==> src/rtl/mem_dual_issue_seq.sv <==
// Dual-slot memory op sequencer: issues slot1 then slot2 on one dcache port,
// checks alignment, lane-shifts stores, extracts/extends loads, and returns
// both results in a single completion beat.
module mem_dual_issue_seq #(
  parameter int ADDR_W = 32,
  parameter int DATA_W = 32
) (
  input  logic              clk,
  input  logic              reset,
  input  logic              flush,
  input  logic              in_valid,
  output logic              in_ready,
  input  logic              op1_vld,
  input  logic              op1_we,
  input  logic [ADDR_W-1:0] op1_addr,
  input  logic [3:0]        op1_width,
  input  logic              op1_unsigned,
  input  logic [DATA_W-1:0] op1_wdata,
  input  logic              op2_vld,
  input  logic              op2_we,
  input  logic [ADDR_W-1:0] op2_addr,
  input  logic [3:0]        op2_width,
  input  logic              op2_unsigned,
  input  logic [DATA_W-1:0] op2_wdata,
  output logic              dc_req_valid,
  input  logic              dc_req_ready,
  output logic              dc_req_we,
  output logic [ADDR_W-1:0] dc_req_addr,
  output logic [3:0]        dc_req_strb,
  output logic [DATA_W-1:0] dc_req_wdata,
  input  logic              dc_resp_valid,
  input  logic [DATA_W-1:0] dc_resp_rdata,
  output logic              out_valid,
  input  logic              out_ready,
  output logic [DATA_W-1:0] res1_data,
  output logic              res1_ale,
  output logic [DATA_W-1:0] res2_data,
  output logic              res2_ale
);

  typedef enum logic [2:0] {
    S_IDLE, S_REQ1, S_WAIT1, S_REQ2, S_WAIT2, S_DONE, S_DRAIN
  } state_t;

  state_t state_q, state_d;

  // Captured issue group, index 0 = slot1, index 1 = slot2
  logic [1:0]             vld_q, we_q, uns_q, ale_q;
  logic [1:0][ADDR_W-1:0] addr_q;
  logic [1:0][3:0]        wid_q;
  logic [1:0][DATA_W-1:0] wdata_q, res_q;

  // Unknown width encodings collapse to word
  function automatic logic [3:0] norm_w(input logic [3:0] w);
    case (w)
      4'b0001: norm_w = 4'b0001;
      4'b0011: norm_w = 4'b0011;
      default: norm_w = 4'b1111;
    endcase
  endfunction

  function automatic logic is_ale(input logic [3:0] w, input logic [1:0] lo);
    is_ale = ((w == 4'b0011) & lo[0]) | ((w == 4'b1111) & (|lo));
  endfunction

  function automatic logic [DATA_W-1:0] load_ext(input logic [DATA_W-1:0] rd,
                                                 input logic [1:0] lane,
                                                 input logic [3:0] w,
                                                 input logic uns);
    logic [DATA_W-1:0] sh;
    sh = rd >> {lane, 3'b000};
    case (w)
      4'b0001: load_ext = {{(DATA_W-8){~uns & sh[7]}}, sh[7:0]};
      4'b0011: load_ext = {{(DATA_W-16){~uns & sh[15]}}, sh[15:0]};
      default: load_ext = sh;
    endcase
  endfunction

  logic [3:0] w1_n, w2_n;
  logic       ale1, ale2, accept, sel, rsel, resp_take;

  assign w1_n      = norm_w(op1_width);
  assign w2_n      = norm_w(op2_width);
  assign ale1      = op1_vld & is_ale(w1_n, op1_addr[1:0]);
  // A misaligned slot1 kills slot2 entirely, including its own ALE report
  assign ale2      = op2_vld & is_ale(w2_n, op2_addr[1:0]) & ~ale1;
  assign accept    = in_valid & in_ready;
  assign sel       = (state_q == S_REQ2);
  assign rsel      = (state_q == S_WAIT2);
  assign resp_take = dc_resp_valid & ((state_q == S_WAIT1) | (state_q == S_WAIT2));

  assign dc_req_we    = we_q[sel];
  assign dc_req_addr  = {addr_q[sel][ADDR_W-1:2], 2'b00};
  assign dc_req_strb  = wid_q[sel] << addr_q[sel][1:0];
  assign dc_req_wdata = wdata_q[sel] << {addr_q[sel][1:0], 3'b000};

  assign res1_data = res_q[0];
  assign res2_data = res_q[1];
  assign res1_ale  = ale_q[0];
  assign res2_ale  = ale_q[1];

  // State register
  always_ff @(posedge clk or negedge reset) begin
    if (!reset) state_q <= S_IDLE;
    else        state_q <= state_d;
  end

  // Next state and handshake outputs; flush outranks every other transition
  always_comb begin
    state_d      = state_q;
    in_ready     = 1'b0;
    dc_req_valid = 1'b0;
    out_valid    = 1'b0;
    case (state_q)
      S_IDLE: begin
        in_ready = ~flush;
        if (in_valid && !flush) begin
          if (op1_vld && !ale1)                    state_d = S_REQ1;
          else if (!op1_vld && op2_vld && !ale2)   state_d = S_REQ2;
          else                                     state_d = S_DONE;
        end
      end
      S_REQ1, S_REQ2: begin
        dc_req_valid = 1'b1;
        if (flush)             state_d = dc_req_ready ? S_DRAIN : S_IDLE;
        else if (dc_req_ready) state_d = sel ? S_WAIT2 : S_WAIT1;
      end
      S_WAIT1, S_WAIT2: begin
        // A response landing in the flush cycle retires the outstanding
        // request, so there is nothing left to drain.
        if (flush)              state_d = dc_resp_valid ? S_IDLE : S_DRAIN;
        else if (dc_resp_valid) state_d = (!rsel && vld_q[1] && !ale_q[1]) ? S_REQ2 : S_DONE;
      end
      S_DONE: begin
        out_valid = ~flush;
        if (flush || out_ready) state_d = S_IDLE;
      end
      S_DRAIN: begin
        if (dc_resp_valid) state_d = S_IDLE;
      end
      default: state_d = S_IDLE;
    endcase
  end

  // Group capture and per-slot result collection
  always_ff @(posedge clk or negedge reset) begin
    if (!reset) begin
      vld_q   <= '0;
      we_q    <= '0;
      uns_q   <= '0;
      ale_q   <= '0;
      addr_q  <= '0;
      wid_q   <= '0;
      wdata_q <= '0;
      res_q   <= '0;
    end else if (accept) begin
      vld_q      <= {op2_vld, op1_vld};
      we_q       <= {op2_we, op1_we};
      uns_q      <= {op2_unsigned, op1_unsigned};
      ale_q      <= {ale2, ale1};
      addr_q[0]  <= op1_addr;
      addr_q[1]  <= op2_addr;
      wid_q[0]   <= w1_n;
      wid_q[1]   <= w2_n;
      wdata_q[0] <= op1_wdata;
      wdata_q[1] <= op2_wdata;
      res_q      <= '0;
    end else if (flush) begin
      res_q <= '0;
      ale_q <= '0;
    end else if (resp_take) begin
      res_q[rsel] <= we_q[rsel] ? '0
                   : load_ext(dc_resp_rdata, addr_q[rsel][1:0], wid_q[rsel], uns_q[rsel]);
    end
  end

endmodule

==> config.mk <==
export PLATFORM = sky130hd
export DESIGN_NAME = mem_dual_issue_seq
export DESIGN_NICKNAME = d
export VERILOG_FILES = /design/src/rtl/mem_dual_issue_seq.sv
export SDC_FILE = /design/constraint.sdc
export NUM_CORES = 1
export LEC_CHECK = 0
export CAP_MARGIN = 15
export CORE_ASPECT_RATIO = 1.5
export CORE_MARGIN = 3
export CORE_UTILIZATION = 51
export CTS_CLUSTER_DIAMETER = 30
export DETAILED_ROUTE_END_ITERATION = 12
export PLACE_DENSITY = 0.95
export SKIP_LAST_GASP = 1
export SLEW_MARGIN = 25
export SYNTH_ARGS = -nofsm -noshare
export SYNTH_HDL_FRONTEND = slang
export SYNTH_SLANG_ARGS = --single-unit
==> constraint.sdc <==
create_clock -name clk -period 4.25 [get_ports clk]
set_clock_uncertainty 0.1 [all_clocks]
set_input_delay 0.425 -clock clk [delete_from_list [all_inputs] [get_ports clk]]
set_output_delay 0.425 -clock clk [all_outputs]
set_load 0.05 [all_outputs]
# Word-level counts from Yosys, hierarchy flattened
# Cells that the tools add are included.
[op_classes] n_addsub=0 n_mul=0 n_div=0 n_lt_le_gt_ge=3 eq_ne=21 n_shift=3 mux=48 n_bitwise=17 reduce_logical=22
[op_table] op="32-bit 2-to-1 mux" count=9
[op_table] op="64-bit 2-to-1 mux" count=3
[op_table] op="64-bit bitwise mux" count=1
[op_table] op="32-bit case mux with 2 select lines" count=1
[op_table] op="3-bit 2-to-1 mux" count=13
[op_table] op="32-bit demux with 1-bit select" count=1
[op_table] op="32-bit by 5-bit left shift with 32-bit output" count=1
[op_table] op="32-bit by 5-bit >> shifter with 32-bit output" count=1
[op_table] op="4-bit by 2-bit == test with 1-bit output (second input constant)" count=5
[op_table] op="4-bit 2-to-1 mux" count=4
[op_table] op="4-bit case mux with 2 select lines" count=2
[op_table] op="3-bit case mux with 5 select lines" count=1
[op_table] op="4-bit by 1-bit == test with 1-bit output (second input constant)" count=3
[op_table] op="1-bit bitwise AND" count=11
[op_table] op="3-bit == test (second input constant)" count=3
[op_table] op="1-bit 2-to-1 mux" count=9
[op_table] op="4-bit == test (second input constant)" count=2
[op_table] op="2-bit 2-to-1 mux" count=4
[op_table] op="2-bit OR reduction" count=4
[op_table] op="1-bit logical AND" count=7
[op_table] op="3-bit by 2-bit == test with 1-bit output (second input constant)" count=2
[op_table] op="1-bit zero test" count=6
[op_table] op="2-bit != test (second input constant)" count=3
[op_table] op="3-bit != test (second input constant)" count=2
[op_table] op="11 further kinds" count=16
[totals] regBits=211 latchBits=0 mem_bits_rw=0 rom_bits=0 in_bits=181 out_inout_bits=138 elab_cells=127 mem_count=0

# Logic depth before layout (Yosys ltp)
[depth] depth_word=14 ltp_mapped=9 depth_no_buf=5

# Least setup slack after synthesis
# No wires, ideal clock.
[synth_path] kind="reg-to-output" from="reg addr_q[0] (netlist bit)" to="out dc_req_strb[3]" arrival_ns=2.710 required_ns=3.725 setup_slack_ns=1.015 path_stages_with_launch=8 cell_sequence="dfrtp_1 > buf_2 > buf_1 > buf_1 > o21ai_0 > o21ai_0 > o21ai_0 > o21ai_0"
[synth_between] elab_chain_len=3
[synth_rtl] item="from (decl)" line="49" source="logic [1:0][ADDR_W-1:0] addr_q;"
[synth_rtl] item="32-bit 2-to-1 mux (not written as such) (2 in a row)" line="94" source="assign dc_req_strb = wid_q[sel] << addr_q[sel][1:0];"
[synth_rtl] item="4-bit by 2-bit left shift with 4-bit output" line="94"
[synth_rtl] item="to (decl)" line="29" source="output logic [3:0] dc_req_strb,"
# Every way passes these cells. The select of a mux whose other input is x is not followed.

# Worst setup path in the final report
[layout_path] from="reg state_q[0]" to="out dc_req_wdata[4]"
[layout_between] elab_chain_len=4 word_cells_on_any_way=6 classes_between="eq/ne (1); shift (1); mux (4)"
[layout_rtl] item="from (decl)" line="45" source="state_t state_q, state_d;"
[layout_rtl] item="from (signal assigned)" line="105" source="else state_q <= state_d;"
[layout_rtl] item="3-bit by 2-bit == test with 1-bit output *" line="88" source="assign sel = (state_q == S_REQ2);"
[layout_rtl] item="32-bit 2-to-1 mux (not written as such) (2 in a row)" line="95" source="assign dc_req_wdata = wdata_q[sel] << {addr_q[sel][1:0], 3'b000};"
[layout_rtl] item="32-bit by 5-bit left shift with 32-bit output *" line="95"
[layout_rtl] item="to (decl)" line="30" source="output logic [DATA_W-1:0] dc_req_wdata,"
# Mark *: on every way between the ends. The rest lies on a longest branch, timed or not. The select of a mux whose other input is x is not followed.

==> out/results.ini <==
[run_status]
run_status=finished clean

[floorplanning]
initial_cell_density_of_the_core_pct=52.2
die_x_um=122
design.die.area_mm2=0.0221
die_y_um=181
core_area_mm2=0.0199
num_rows=63
ports=319

[timing]
unrepaired_setup_endpoints_after_global_routing=false
finalCriticalPeriod_ns=3.90
timing.final.crit_share_pct=91.8
finalSetupTns_ns=0
report.final.hold_viol_count=0
tightest_slew_ns=0.962
slew-limit-headroom_pct=35.8
report.final.slew_viol_count=0
setup_viol=0
fmax_ghz=0.256

[hold_path]
hp-class=reg -> reg

[synthesis]
biggest_area_consumer_among_synthesized_cells=dfrtp_1
synth_cells=856
number_of_flops_mapped_to_enable_cells_by_yosys=0
synth_seq_area_share_pct=50.0
ys_async_sr_fraction_pct=100
post_synth_num_cell_types=57
postSynthRegisterBits=207
ys_top_cells_by_area=dfrtp_1 50%, mux2_2 21%, mux2i_1 6.1%, a22o_1 4.1%, nand2_1 1.8%
synth_common_cells=207 x dfrtp_1, 193 x mux2_2, 63 x mux2i_1
yosys.area.top_type_share_pct=50.0
netlist_area_mm2=0.0104
average_cell_area_after_synthesis_um2=12.1
synthMostInstantiatedCell=dfrtp_1
synth_ff_type=dfrtp_1
yosys_warnings=0

[routing]
wirelength_met1_mm=11.6
wire_per_inst_um=22.9
dr_total_vias=8660
dr.max_layer_used=met4
postRouteWirelength_mm=33.2
antenna_violating_nets_post_route=0
route.detailed.drc=0
number_of_search_and_repair_iterations_in_the_first_detailed_routing_pass=5
wl_met3_mm=2.89
drt_iter0_markers=659
routed_length_on_met2_mm=16.7
via_per_inst=5.96

[global_routing]
first_pass_grt_wire_length_mm=51.3
grt_start_max_net_pins=108
grt.overflow.total=0
grt_antenna_before_repair=4
grt_pass1_vias=9331
grt_util_all_layers_pct=29.8

[placement]
number_of_i_o_port_buffers=316
place.detailed.hpwl_mm=23.3
gp_congestion=0.898

[layout]
num-nets-final=1344
areaGrowthSynthToFinish_pct=44.9
fillCellCount=1228
layout.core_utilization_pct=75.6
area_of_combinational_cells_with_multiple_inputs_mm2=0.00490
final_layout_size_suffix_gt1_share_pct=25.4
register_area_mm2=0.00518

[setup_path]
path_class=reg -> out
start_kind=flip-flop
required_ns=3.72
worst-endpoint-arrival_ns=3.38
critPathSlowestCell=clkdlybuf4s50_1
critPathMaxFanout=24
end_kind=output port
timing.critical_path.slowest_cell_delay_ns=0.83
cells_along_the_critical_path=nand3b_1, buf_4, o21a_1, nand2_1, nor2_1, clkdlybuf4s50_1

[cts]
clkSinkCount=207
ctsHtreeMaxLevel=2
tritoncts.num_buffers=34
tritoncts=done
clk_transition_reported_paths_ns=0.06
cts_root_buffer=clkbuf_16
cts_post_setup_buffers_inserted=0
clk_lat_worst_skew_ns=0.51
cts.path.max_buffers=3

[power_and_ir_drop]
power.density_mw_per_mm2=902
vdd_drop_max_v=0.000833
leakagePower_nw=6.50

[run]
cap_violations=0

==> per-stage QoR <==
| stage | power, mW | std cells | hold slack, ns | cell area (µm²) | worst slack [ns] |
|---|---|---|---|---|---|
| 2_1_floorplan | 8.13 | 857 | 0.0294 | 10400 | 1.01 |
| 3_3_place_gp | 10.4 | 1386 | 0.362 | 13800 | 0.881 |
| 3_5_place_dp | 10.6 | 1386 | 0.371 | 13800 | 0.833 |
| 4_1_cts | 13.5 | 1449 | 0.384 | 15000 | 0.245 |
| 5_1_grt | 14.1 | 1453 | 0.404 | 15000 | 0.162 |
| 6_report | 13.5 | 1453 | 0.381 | 15000 | 0.348 |
==> cells by family after synthesis <==
group / synth area share (%)
flip-flops: 50.0
adder cells (fa/ha/maj): 0.0966
XOR/XNOR: 0.169
other: 0.0362
AO/OA/AOI/OAI: 12.2
buffers and inverters: 2.97
multiplexers: 28.1
AND/OR/NAND/NOR: 6.49
==> routing by layer <==
metal,global-route usage (%),vias to the layer above
li1,-,3772
met1,33.0,4216
met2,50.6,529
met3,7.54,143
met4,18.0,0
met5,0,-
==> layout make-up <==
class	count	area share, %
antenna	4	0.0666
clock buffer	37	5.95
timing repair buffer	329	22.5
multi-input combinational	582	32.6
inverter	9	0.225
tap	260	2.17
clock inverter	25	2.00
sequential	207	34.5
==> layout by cell type (no fill, tap or decap), types with 11 or more instances in the layout <==
master	n
clkdlybuf4s50_1	305
dfrtp_1	204
mux2_2	193
mux2i_1	63
nand2_1	50
a22o_1	49
nor2_1	45
o21ai_0	37
clkbuf_16	35
a21oi_1	31
o211ai_1	16
buf_12	11
buf_4	11
==> critical path, delay by kind of cell, from the launching register on <==
family	cells	cell delay [ns]
compound gates	1	0.33
buf+inv	2	1.13
flops	1	0.52
simple gates	3	0.88
==> final timing paths <==
check	depth (start not counted)	slack, ns	startpoint	to
max	6	0.35	state_q[0]$_DFFE_PN0P_	dc_req_wdata[4]
min	2	0.38	res1_data[29]$_DFFE_PN0P_	res1_data[29]$_DFFE_PN0P_
max reg2reg	6	1.38	state_q[0]$_DFFE_PN0P_	res2_data[13]$_DFFE_PN0P_
min reg2reg	2	0.38	res1_data[29]$_DFFE_PN0P_	res1_data[29]$_DFFE_PN0P_
max in group asynchronous	3	2.47	reset	wdata_q[42]$_DFFE_PN0P_
min in group asynchronous	2	0.48	reset	wdata_q[12]$_DFFE_PN0P_
==> state kept, by name (all words and copies together) (netlist names) <==
name,flops
addr_q,64
wdata_q,64
res1_data,32
res2_data,32
wid_q,5
state_q,3
ale_q,2
uns_q,2
we_q,2
vld_q,1
==> repair_timing <==
item / in CTS / in global routing
endpoints found under the hold margin: 62 / 0
gates resized for setup: 0 / 1
hold buffers: 1 / 0
setup endpoints to repair: 0 / 2
==> report_power, final <==
group	total (mW)	switching, mW	internal (mW)
logic	7.22	4.25	2.97
registers	3.48	0.765	2.72
clock network	2.84	1.08	1.76
total	13.5	6.10	7.45
Power figures use the tool's default switching activity.
